### src/rtl/reg_wb_pkg.sv
// Shared definitions for the reg_wb write-back unit: destination type encodings,
// handshake state encoding, ERR bit positions and register-file sizes.
package reg_wb_pkg;

  localparam int NUM_GEN_REGS = 16;
  localparam int NUM_IO_REGS  = 8;

  typedef enum logic [1:0] {
    TYPE_GEN     = 2'b00,
    TYPE_IO      = 2'b01,
    TYPE_DISCARD = 2'b10,
    TYPE_ILLEGAL = 2'b11
  } reg_o_type_e;

  localparam logic [0:0] ST_IDLE    = 1'b0;
  localparam logic [0:0] ST_IO_WAIT = 1'b1;

  localparam int ERR_IO_TIMEOUT = 0;
  localparam int ERR_ILLEGAL    = 1;

  // Sticky error update: a set arriving together with a clear wins.
  function automatic logic [1:0] err_next(input logic [1:0] cur,
                                          input logic [1:0] set,
                                          input logic       clr);
    return (clr ? 2'b00 : cur) | set;
  endfunction

endpackage

### src/rtl/reg_wb_io_hs.sv
// IO byte handshake: holds IO_STB/IO_ADDR after an IO write and waits for IO_ACK,
// aborting after IO_TIMEOUT unacknowledged cycles.
module reg_wb_io_hs
  import reg_wb_pkg::*;
#(
  parameter int IO_TIMEOUT = 15
) (
  input  logic       CLK_WB,
  input  logic       RST_WB,
  input  logic       start,
  input  logic [2:0] start_addr,
  input  logic       IO_ACK,
  output logic       ready,
  output logic       IO_STB,
  output logic [2:0] IO_ADDR,
  output logic       timeout
);

  localparam logic [3:0] LAST_CNT = 4'(IO_TIMEOUT - 1);

  logic [0:0] state_q;
  logic [3:0] cnt_q;

  assign ready = (state_q == ST_IDLE);

  // An acknowledge on the expiring edge takes precedence over the abort.
  assign timeout = (state_q == ST_IO_WAIT) && !IO_ACK && (cnt_q == LAST_CNT);

  always_ff @(posedge CLK_WB) begin
    if (RST_WB) begin
      state_q <= ST_IDLE;
      cnt_q   <= '0;
      IO_STB  <= 1'b0;
      IO_ADDR <= '0;
    end else begin
      case (state_q)
        ST_IDLE: begin
          if (start) begin
            state_q <= ST_IO_WAIT;
            cnt_q   <= '0;
            IO_STB  <= 1'b1;
            IO_ADDR <= start_addr;
          end
        end
        ST_IO_WAIT: begin
          if (IO_ACK || timeout) begin
            state_q <= ST_IDLE;
            cnt_q   <= '0;
            IO_STB  <= 1'b0;
          end else begin
            cnt_q <= cnt_q + 4'd1;
          end
        end
        default: begin
          state_q <= ST_IDLE;
          cnt_q   <= '0;
          IO_STB  <= 1'b0;
        end
      endcase
    end
  end

endmodule

### src/rtl/reg_wb.sv
// Write-back unit: decodes a destination type and writes RESULT into the general or IO
// register file, with sticky error flags. Define REG_WB_R0_ZERO_EN to hard-wire REG_R byte 0 to zero.
module reg_wb
  import reg_wb_pkg::*;
#(
  parameter int IO_TIMEOUT = 15
) (
  input  logic         CLK_WB,
  input  logic         RST_WB,
  input  logic         WB_VALID,
  output logic         WB_READY,
  input  logic [1:0]   REG_O_TYPE,
  input  logic [3:0]   REG_O_ADDR,
  input  logic [7:0]   RESULT,
  input  logic         IO_ACK,
  output logic         IO_STB,
  output logic [2:0]   IO_ADDR,
  input  logic         ERR_CLR,
  output logic [127:0] REG_R,
  output logic [63:0]  REG_IO,
  output logic [1:0]   ERR
);

  logic [NUM_GEN_REGS-1:0][7:0] reg_r_q;
  logic [NUM_IO_REGS-1:0][7:0]  reg_io_q;
  logic [1:0]                   err_q;

  reg_o_type_e wb_type;
  logic        accept;
  logic        gen_we;
  logic        io_we;
  logic        illegal;
  logic        io_timeout;
  logic        hs_ready;

  assign wb_type = reg_o_type_e'(REG_O_TYPE);
  assign accept  = WB_VALID && WB_READY;

`ifdef REG_WB_R0_ZERO_EN
  // Register 0 is never written, so its reset value of zero is what reads back.
  assign gen_we = accept && (wb_type == TYPE_GEN) && (REG_O_ADDR != 4'd0);
`else
  assign gen_we = accept && (wb_type == TYPE_GEN);
`endif

  assign io_we   = accept && (wb_type == TYPE_IO);
  assign illegal = accept && (wb_type == TYPE_ILLEGAL);

  reg_wb_io_hs #(
    .IO_TIMEOUT (IO_TIMEOUT)
  ) u_io_hs (
    .CLK_WB     (CLK_WB),
    .RST_WB     (RST_WB),
    .start      (io_we),
    .start_addr (REG_O_ADDR[2:0]),
    .IO_ACK     (IO_ACK),
    .ready      (hs_ready),
    .IO_STB     (IO_STB),
    .IO_ADDR    (IO_ADDR),
    .timeout    (io_timeout)
  );

  assign WB_READY = hs_ready;

  // NOTE: the register files are plain flops that must read zero after reset, so they are
  // reset explicitly; this is why they cannot be mapped onto a RAM macro.
  always_ff @(posedge CLK_WB) begin
    if (RST_WB) begin
      reg_r_q  <= '0;
      reg_io_q <= '0;
    end else begin
      if (gen_we) reg_r_q[REG_O_ADDR]       <= RESULT;
      if (io_we)  reg_io_q[REG_O_ADDR[2:0]] <= RESULT;
    end
  end

  always_ff @(posedge CLK_WB) begin
    if (RST_WB) begin
      err_q <= '0;
    end else begin
      err_q <= err_next(err_q, {illegal, io_timeout}, ERR_CLR);
    end
  end

  assign REG_R  = reg_r_q;
  assign REG_IO = reg_io_q;
  assign ERR    = err_q;

endmodule

### config.mk
export PLATFORM = sky130hd
export DESIGN_NAME = reg_wb
export DESIGN_NICKNAME = d
export VERILOG_FILES = /design/src/rtl/reg_wb_pkg.sv /design/src/rtl/reg_wb_io_hs.sv /design/src/rtl/reg_wb.sv
export SDC_FILE = /design/constraint.sdc
export NUM_CORES = 1
export LEC_CHECK = 0
export BUFFER_PORTS_ARGS = -buffer_cell sky130_fd_sc_hd__buf_2
export CAP_MARGIN = 0
export CORE_ASPECT_RATIO = 0.5
export CORE_UTILIZATION = 47
export CTS_CLUSTER_SIZE = 30
export DETAILED_ROUTE_END_ITERATION = 8
export GPL_TIMING_DRIVEN = 0
export MAX_ROUTING_LAYER = met4
export PLACE_DENSITY = 0.75
export SYNTH_ARGS = -nofsm -noshare
export SYNTH_HDL_FRONTEND = slang
export SYNTH_SLANG_ARGS = --single-unit
### constraint.sdc
create_clock -name CLK_WB -period 1.4 [get_ports CLK_WB]
set_input_delay 0.21 -clock CLK_WB [delete_from_list [all_inputs] [get_ports CLK_WB]]
set_output_delay 0.21 -clock CLK_WB [all_outputs]
set_load 0.01 [all_outputs]
# Word-level counts from Yosys, hierarchy flattened
# Cells that the tools add are included.
# classes
add_sub_neg	1
magnitude_cmp	4
eq_ne	5
mux	16
bitwise_logic	2
reduce_logical	13
# op_table
cell	n
$bwmux 128	1
$bwmux 64	1
$demux 8 s4	1
$demux 8 s3	1
$mux 8	2
$logic_and 1x1->1	8
$mux 4	2
$pmux 4 s2	1
$lt 4x5->1 const B	1
$add 4x1->4 const B	1
$eq 4x4->1 const B	1
$ge 4x1->1 const B	1
$lt 3x4->1 const B	1
$mux 1	4
$pmux 1 s2	2
$reduce_and 2->1	2
$ge 3x1->1 const B	1
$eq 2x1->1 const B	1
$eq 2x2->1 const B	1
$logic_not 2->1	1
$mux 2	1
$ne 2x1->1 const B	1
$ne 2x2->1 const B	1
$or 2x2->2	1
3 further kinds	3
# word_totals
register_bits	203
input_bits	19
out_inout_bits	199
elab_cells	70

# Logic depth before layout (Yosys ltp)
# Gate-level depths: netlist of run 1.
# depth
word_depth	6
depth_mapped	6

# By module
# From an unflattened synthesis of run 1, not the netlist that was laid out.
# hier_totals
hier_cells	729
area_unflattened_um2	8179.1
# modules_own_cells
module	n_inst	cells_each	area_per_inst_um2	seq_area_each_um2
reg_wb	1	682	7761.2	3883.7
reg_wb_io_hs	1	47	417.9	180.2

# Worst setup path before layout of run 1
# Ideal clock, no wire load.
# synth_timing
kind	flip-flop to flip-flop
from	register u_io_hs.state_q
to	register reg_r_q (netlist bit REG_R[59])
setup_ps	72
t_arrival_ps	1338
t_required_ps	1328
path_slack_ps	-9
path_stages_with_launch	7
path_buffers	3
period_less_slack_ps	1409
path_cell_list	dfxtp_1 -> buf_2 -> nor2b_1 -> buf_2 -> and3_1 -> clkbuf_1 -> mux2i_1
# synth_between
elab_chain_cells	3
# synth_lines
element	line_no	source
from (decl)	reg_wb_io_hs.sv:21	logic [0:0] state_q;
from (signal assigned)	reg_wb_io_hs.sv:31	state_q <= ST_IDLE;
from (signal assigned)	reg_wb_io_hs.sv:39	state_q <= ST_IO_WAIT;
from (signal assigned)	reg_wb_io_hs.sv:47	state_q <= ST_IDLE;
$not 1->1	reg_wb_io_hs.sv:24	assign ready = (state_q == ST_IDLE);
$logic_and 1x1->1	reg_wb.sv:37	assign accept = WB_VALID && WB_READY;
$logic_and 1x1->1	reg_wb.sv:43	assign gen_we = accept && (wb_type == TYPE_GEN);
to (signal assigned)	reg_wb.sv:69	reg_r_q <= '0;
to (signal, indexed assignment)	reg_wb.sv:72	if (gen_we) reg_r_q[REG_O_ADDR] <= RESULT;
to (decl)	reg_wb.sv:24	logic [NUM_GEN_REGS-1:0][7:0] reg_r_q;
# No other way between the ends.
# A chain may end at the register's enable or synchronous reset.

# Worst setup path in the final report of run 1
# layout_timing
from	register u_io_hs.state_q
to	register reg_io_q (netlist bit REG_IO[38])
# layout_between
elab_chain_cells	3
# layout_lines
element	line_no	source
$not 1->1	reg_wb_io_hs.sv:24	
$logic_and 1x1->1	reg_wb.sv:37	
$logic_and 1x1->1	reg_wb.sv:46	assign io_we = accept && (wb_type == TYPE_IO);
to (signal assigned)	reg_wb.sv:70	reg_io_q <= '0;
to (signal, indexed assignment)	reg_wb.sv:73	if (io_we) reg_io_q[REG_O_ADDR[2:0]] <= RESULT;
to (decl)	reg_wb.sv:25	logic [NUM_IO_REGS-1:0][7:0] reg_io_q;
# No other way between the ends.

==> results of run 1 <==
-- logic make-up after synthesis --
group / Yosys count / share of synthesized area, %
mux: 192 / 23.7
buf+inv: 55 / 2.79
flops: 203 / 50.1
fa+ha+maj: 2 / 0.308
compound gates: 13 / 1.02
xor+xnor: 1 / 0.108
simple gates: 265 / 22.0
-- how the worst max path moves through the flow --
stage / startpoint / to / slack [ps] / cells past startpoint
detailed placement: RST_WB / REG_R[107] / -930 / 5
CTS: u_io_hs.state_q / REG_R[103] / -90 / 5
global placement: RST_WB / REG_R[99] / -890 / 5
floorplan: u_io_hs.state_q / REG_IO[48] / -5 / 5
finish: u_io_hs.state_q / REG_IO[38] / -80 / 5
global route: u_io_hs.state_q / REG_IO[39] / -150 / 5
-- worst max-delay path, cell delays in order, from the launching register on --
cell and delay (ps):
sky130_fd_sc_hd__dfxtp_2 330, sky130_fd_sc_hd__buf_6 130, sky130_fd_sc_hd__and3b_2 290, sky130_fd_sc_hd__buf_8 150, sky130_fd_sc_hd__nand4_4 240, sky130_fd_sc_hd__mux2i_1 190
-- report_power, final --
group	internal (mW)	total (mW)	switching, mW
Clock	2.77	4.96	2.19
Sequential	5.81	5.83	0.0194
Combinational	0.282	0.721	0.438
Total	8.86	11.5	2.65
-- layout by cell type, fill, tap and decap left out, types with 4 or more instances in the layout --
cell / netlist / layout
sky130_fd_sc_hd__buf_4: 3 / 12
sky130_fd_sc_hd__buf_2: 7 / 218
sky130_fd_sc_hd__clkbuf_8: 0 / 5
sky130_fd_sc_hd__nand2_4: 0 / 4
sky130_fd_sc_hd__nand2_1: 10 / 4
sky130_fd_sc_hd__dfxtp_1: 203 / 201
sky130_fd_sc_hd__nand4_4: 2 / 7
sky130_fd_sc_hd__a21oi_1: 6 / 5
sky130_fd_sc_hd__clkbuf_2: 0 / 17
sky130_fd_sc_hd__nor2_1: 10 / 10
sky130_fd_sc_hd__clkbuf_16: 0 / 19
sky130_fd_sc_hd__clkbuf_1: 42 / 27
sky130_fd_sc_hd__mux2i_1: 192 / 192
sky130_fd_sc_hd__nor2b_1: 6 / 5
sky130_fd_sc_hd__nand3_4: 1 / 6
sky130_fd_sc_hd__nand2b_1: 200 / 200
sky130_fd_sc_hd__buf_6: 0 / 6
-- registers in the layout (all words and copies together), names as in the netlist --
name and cells:
ERR 2, u_io_hs.IO_ADDR 3, REG_IO 64, u_io_hs.IO_STB 1, REG_R 128, u_io_hs.cnt_q 4, u_io_hs.state_q 1
-- area by class of cell --
cell class,instances,share of cell area [%]
plain buffers,51,2.44
clock buffers,28,5.32
multi-input cells,473,38.7
well taps,227,2.70
inverters,3,0.131
flip-flops and latches,203,38.7
clock inverters,4,0.226
repair buffers,229,11.7
-- metrics by stage --
stage	std cells	TNS [ps]	setup slack [ps]
after floorplan	731	-98.4	-5.10
after global placement	1172	-114290	-890
after detailed placement	1172	-119130	-928
after CTS	1217	-2380	-85.5
after global routing	1218	-8060	-146
final	1218	-2470	-77.4
-- timing repair --
action,CTS,global route
cloned,1,0
buffers inserted,13,2
resized for setup,52,30
endpoints found under the setup margin,189,194
pin swaps,6,4
-- per-layer routing --
layer  global-route usage [%]  vias to the layer above  part of all wire [%]
li1                         -                     2952                     -
met1                     32.3                     3012                    46
met2                     40.2                      181                    46
met3                     4.91                       41                   5.4
met4                     7.38                        0                   2.3
met5                        -                        -                     0
==> metrics.csv, run 1 <==
stage,metric,value,unit
synthesis,syn-instance-count,731,
synthesis,ys_types,38,
critical_path,worstSetupPathType,reg2reg,
hold_path,path_type_of_the_worst_min_delay_path,in2reg,
hold_path,holdPathEnd,ERR[1],
sta,finalHoldViolCount,0,
clocking,path_clk_slew,70,ps
sta,fin_crit,1480,ps
finish,flow.area_growth_from_synthesis,29.4,%
die,start_util,48.8,%
critical_path,worst_r2r_startpoint,u_io_hs.state_q,
clocking,cts.sink_count,203,
place,hpwl,14900,µm
finish,final_util,63.1,%
critical_path,reg2regPathDepth,5,
synthesis,yosys-top-cells-count,"sky130_fd_sc_hd__dfxtp_1 (203), sky130_fd_sc_hd__nand2b_1 (200), sky130_fd_sc_hd__mux2i_1 (192)",
synthesis,synthesis.area_per_instance,11.1,µm²
global_routing,grt_usage,25.1,%
detailed_routing,routed_wl,22200,µm
sta,postLayoutSetupSlackWorst,-77.4,ps
critical_path,timing.critical_path.arrival,1830,ps
critical_path,rr_endpoint,REG_IO[38],
die,fp.dieW,188,µm
synthesis,yosysWarningCount,0,
clocking,cts_max_path_buffers,3,
die,design.portCount,218,
sta,tightest_slew,706,ps
global_routing,grt-ovfl-total,0,
sta,timing.final.max_slew_violations,0,
die,die_h,94.9,µm
detailed_routing,via_per_inst,5.08,
place,place.gp.congestion,0.844,
power_and_ir_drop,power.density_cell_area,1100,nW/µm²
finish,final.fill_count,1361,
global_routing,grt_pass1_wl,33500,µm
power_and_ir_drop,vdd_ir_drop_max,0.858,mV
detailed_routing,post_drt_wl_per_cell,18.2,µm
synthesis,synth_top_cells_by_area,"sky130_fd_sc_hd__dfxtp_1 (50%), sky130_fd_sc_hd__mux2i_1 (24%), sky130_fd_sc_hd__nand2b_1 (15%)",
clocking,htreeDepth,1,
place,placement.io_buffers,214,
clocking,hold_buffers,0,
synthesis,yosys_most_used_dff,sky130_fd_sc_hd__dfxtp_1,
synthesis,synth-edff-count,0,
sta,setup_viol,74,
global_routing,antenna_violations_before_repair,0,
sta,post-route-period-util,106,%
synthesis,mappedNetlistArea,8120,µm²
global_routing,grt_pass1_vias,5982,
synthesis,synthMostInstantiatedCell,sky130_fd_sc_hd__dfxtp_1,
critical_path,cp.required,1750,ps
power_and_ir_drop,finalPower,11.5,mW
synthesis,seq_area_frac_synth,50.1,%
detailed_routing,vias,6186,
critical_path,worst_reg2reg_setup_slack,-80,ps
power_and_ir_drop,static-leakage-power,5.73,nW
job,maxCapViolCount,0,
finish,num-nets-final,1001,
synthesis,yosysTopAreaCellShare,50.1,%
finish,multi_input_area,4060,µm²
sta,layout_skew,14.3,ps
outcome,status,"finished, violations left",
sta,fmax,677,MHz
global_routing,largest_net_degree_at_the_start_of_global_routing,16,
finish,layout_cell_share_with_drive_strength_beyond_1,33.1,%
finish,final_area,10500,µm²
sta,finalHoldWorstSlack,82.4,ps
clocking,clock_root_buffer,sky130_fd_sc_hd__clkbuf_16,
synthesis,synth_nets,752,
hold_path,hold_path_startpoint,ERR_CLR,
die,placementRows,33,
clocking,tritoncts,built,
synthesis,fraction_of_registers_with_async_set_or_reset_after_synthesis,0,%
detailed_routing,first_iter_violations,211,
die,die_area,17800,µm²
critical_path,start_kind,register,
synthesis,synth_largest_area_cell,sky130_fd_sc_hd__dfxtp_1,
critical_path,cp-end-kind,register,
sta,rsz_0062_raised_after_global_routing,true,
detailed_routing,final_antenna_net_count,0,
clocking,skew_pair_late_insertion_delay,490,ps
detailed_routing,number_of_iterations_in_the_first_detailed_routing_pass,5,
clocking,tritoncts.num_buffers,19,
outcome,failing_checks,negative setup slack,
sta,normalized_max_slew_margin,52.7,%
finish,antenna_cells,0,
die,floorplan.core_area,16600,µm²
finish,storage_element_area,4070,µm²
detailed_routing,drc,0,
synthesis,yosys_register_bits,203,
critical_path,timing.critical_path.fanout_max,8,
place,placed_area,9470,µm²
hold_path,hold_depth,4,
Power figures use the tool's default switching activity.
==> run 2: changes to the inputs <==
Settings changed: CELL_PAD_IN_SITES_DETAIL_PLACEMENT set to 0, CELL_PAD_IN_SITES_GLOBAL_PLACEMENT set to 1, CORE_UTILIZATION 47 to 37, PLACE_DENSITY 0.75 to 0.77.
==> metrics.csv, run 2 (synthesis gave the netlist of run 1 again) <==
stage,metric,value,unit
finish,final_cell_count_without_fillers,1282,
critical_path,cp-end-kind,register,
die,start_util,38.6,%
critical_path,timing.critical_path.fanout_max,8,
detailed_routing,via_per_inst,4.80,
critical_path,worst_path_dominant_cell_family,simple AND/OR/NAND/NOR gates,
critical_path,critical_path.slowest_cell,sky130_fd_sc_hd__nor4bb_4,
die,die_h,107,µm
critical_path,startpoint,u_io_hs.state_q,
detailed_routing,routed_wl,23700,µm
critical_path,worstSetupPathType,reg2reg,
hold_path,path_type_of_the_worst_min_delay_path,in2reg,
critical_path,crit_path_max_cell_delay,370,ps
sta,total_negative_slack,-3250,ps
outcome,status,"finished, violations left",
die,design.portCount,218,
outcome,failing_checks,negative setup slack,
finish,final_util,50.7,%
sta,rsz_0062_raised_after_global_routing,true,
finish,final.fill_count,2021,
clocking,path_clk_slew,70,ps
critical_path,start_kind,register,
critical_path,worst-path-buf-inv,3,
sta,postLayoutSetupSlackWorst,-101,ps
power_and_ir_drop,power.density_cell_area,1140,nW/µm²
critical_path,worst_r2r_startpoint,u_io_hs.state_q,
global_routing,grt-ovfl-total,0,
power_and_ir_drop,finalPower,12.1,mW
sta,post-route-period-util,107,%
die,placementRows,37,
critical_path,timing.critical_path.arrival,1870,ps
place,placement.io_buffers,214,
die,die_area,22600,µm²
detailed_routing,post_drt_wl_per_cell,18.5,µm
finish,mostFrequentLayoutCells,"sky130_fd_sc_hd__buf_2 (217), sky130_fd_sc_hd__dfxtp_1 (201), sky130_fd_sc_hd__nand2b_1 (200), sky130_fd_sc_hd__mux2i_1 (191), sky130_fd_sc_hd__clkbuf_1 (27)",
critical_path,cp_cell_sequence,"buf_6, buf_6, nor4bb_4, nand2_2, buf_8, mux2i_2",
clocking,hold_buffers,0,
detailed_routing,first_iter_violations,297,
place,placed_cells_incl_taps,1237,
sta,finalHoldViolCount,0,
detailed_routing,number_of_iterations_in_the_first_detailed_routing_pass,4,
detailed_routing,drc,0,
global_routing,antenna_violations_before_repair,0,
finish,num-nets-final,999,
power_and_ir_drop,static-leakage-power,5.73,nW
sta,timing.final.max_slew_violations,0,
detailed_routing,vias,6158,
die,floorplan.core_area,21000,µm²
sta,layout_skew,10.2,ps
sta,fmax,666,MHz
power_and_ir_drop,vdd_ir_drop_max,0.744,mV
finish,layout.cells.most_common,sky130_fd_sc_hd__buf_2,
global_routing,largest_net_degree_at_the_start_of_global_routing,15,
detailed_routing,final_antenna_net_count,0,
sta,normalized_max_slew_margin,53.9,%
finish,flow.area_growth_from_synthesis,31.2,%
finish,antenna_cells,0,
critical_path,cp.required,1760,ps
clocking,cts_max_path_buffers,3,
global_routing,grt_pass1_wl,35700,µm
clocking,clock_root_buffer,sky130_fd_sc_hd__clkbuf_16,
critical_path,critical-path-top-cell-by-count,sky130_fd_sc_hd__buf_6,
clocking,skew_pair_late_insertion_delay,500,ps
global_routing,grt_pass1_vias,6176,
job,maxCapViolCount,0,
finish,layout_cell_share_with_drive_strength_beyond_1,33.0,%
clocking,htreeDepth,1,
sta,tightest_slew,688,ps
sta,setup_viol,61,
clocking,tritoncts.num_buffers,20,
global_routing,grt_usage,21.5,%
clocking,tritoncts,built,
hold_path,hold_path_startpoint,ERR_CLR,
sta,fin_crit,1500,ps
finish,final_area,10700,µm²
die,fp.dieW,211,µm
place,hpwl,16400,µm
finish,largest_register_ffs,128,
clocking,cts.sink_count,203,
place,placed_area,9560,µm²
place,place.gp.congestion,0.797,
## run 2: cell count changes in the layout (fill, tap and decap cells not counted), sizes merged
cell / delta
buf: -4
clkbuf: +3
clkinv: -2
bufinv: +2
## run 2: final cells by class
cell class / count / area [µm²] / area share, %
buffer: 51 / 259 / 2.43
clock buffer: 30 / 589 / 5.53
clock inverter: 4 / 70.1 / 0.658
inverter: 3 / 16.3 / 0.153
multi-input combinational: 473 / 4080 / 38.3
sequential: 203 / 4070 / 38.2
tap: 292 / 365 / 3.43
timing repair buffer: 226 / 1200 / 11.3
## run 2: metrics by stage
stage / setup slack, ps / hold slack [ps]
6_report: -101 / 38.5
2_1_floorplan: -5.10 / 412
3_3_place_gp: -972 / 456
3_5_place_dp: -1000 / 459
5_1_grt: -156 / 35.4
4_1_cts: -88.6 / 14.5
## run 2: worst register-to-register path, stage by stage (launching register included)
cell and delay, ps:
sky130_fd_sc_hd__dfxtp_2 320, sky130_fd_sc_hd__buf_6 130, sky130_fd_sc_hd__buf_6 120, sky130_fd_sc_hd__nor4bb_4 370, sky130_fd_sc_hd__nand2_2 100, sky130_fd_sc_hd__buf_8 160
sky130_fd_sc_hd__mux2i_2 160
## run 2: final timing paths
kind | endpoint | slack [ps] | depth (start not counted)
hold / removal | ERR[0] | 40 | 4
setup reg to reg | REG_R[107] | -100 | 6
setup / recovery | REG_R[107] | -100 | 6
hold reg to reg | u_io_hs.IO_ADDR[0] | 470 | 2
## run 2: per-layer routing
| layer | vias to the layer above | part of all wire, % | track usage (%) |
|---|---|---|---|
| li1 | 2958 | - | - |
| met1 | 3024 | 45 | 27.0 |
| met2 | 135 | 47 | 34.6 |
| met3 | 41 | 5.4 | 4.95 |
| met4 | 0 | 2.4 | 5.85 |
| met5 | - | 0 | - |
## run 2: repair_timing
item / CTS / global route
resized for setup: 58 / 26
endpoints found under the hold margin: 0 / 0
gates cloned: 1 / 0
pin swaps: 4 / 6
endpoints found under the setup margin: 188 / 160
buffers inserted: 10 / 2
## run 2: report_power, final
group | total, mW | internal [mW] | switching [mW]
clock | 5.55 | 3.27 | 2.28
sequential | 5.83 | 5.81 | 0.0191
combinational | 0.720 | 0.282 | 0.438
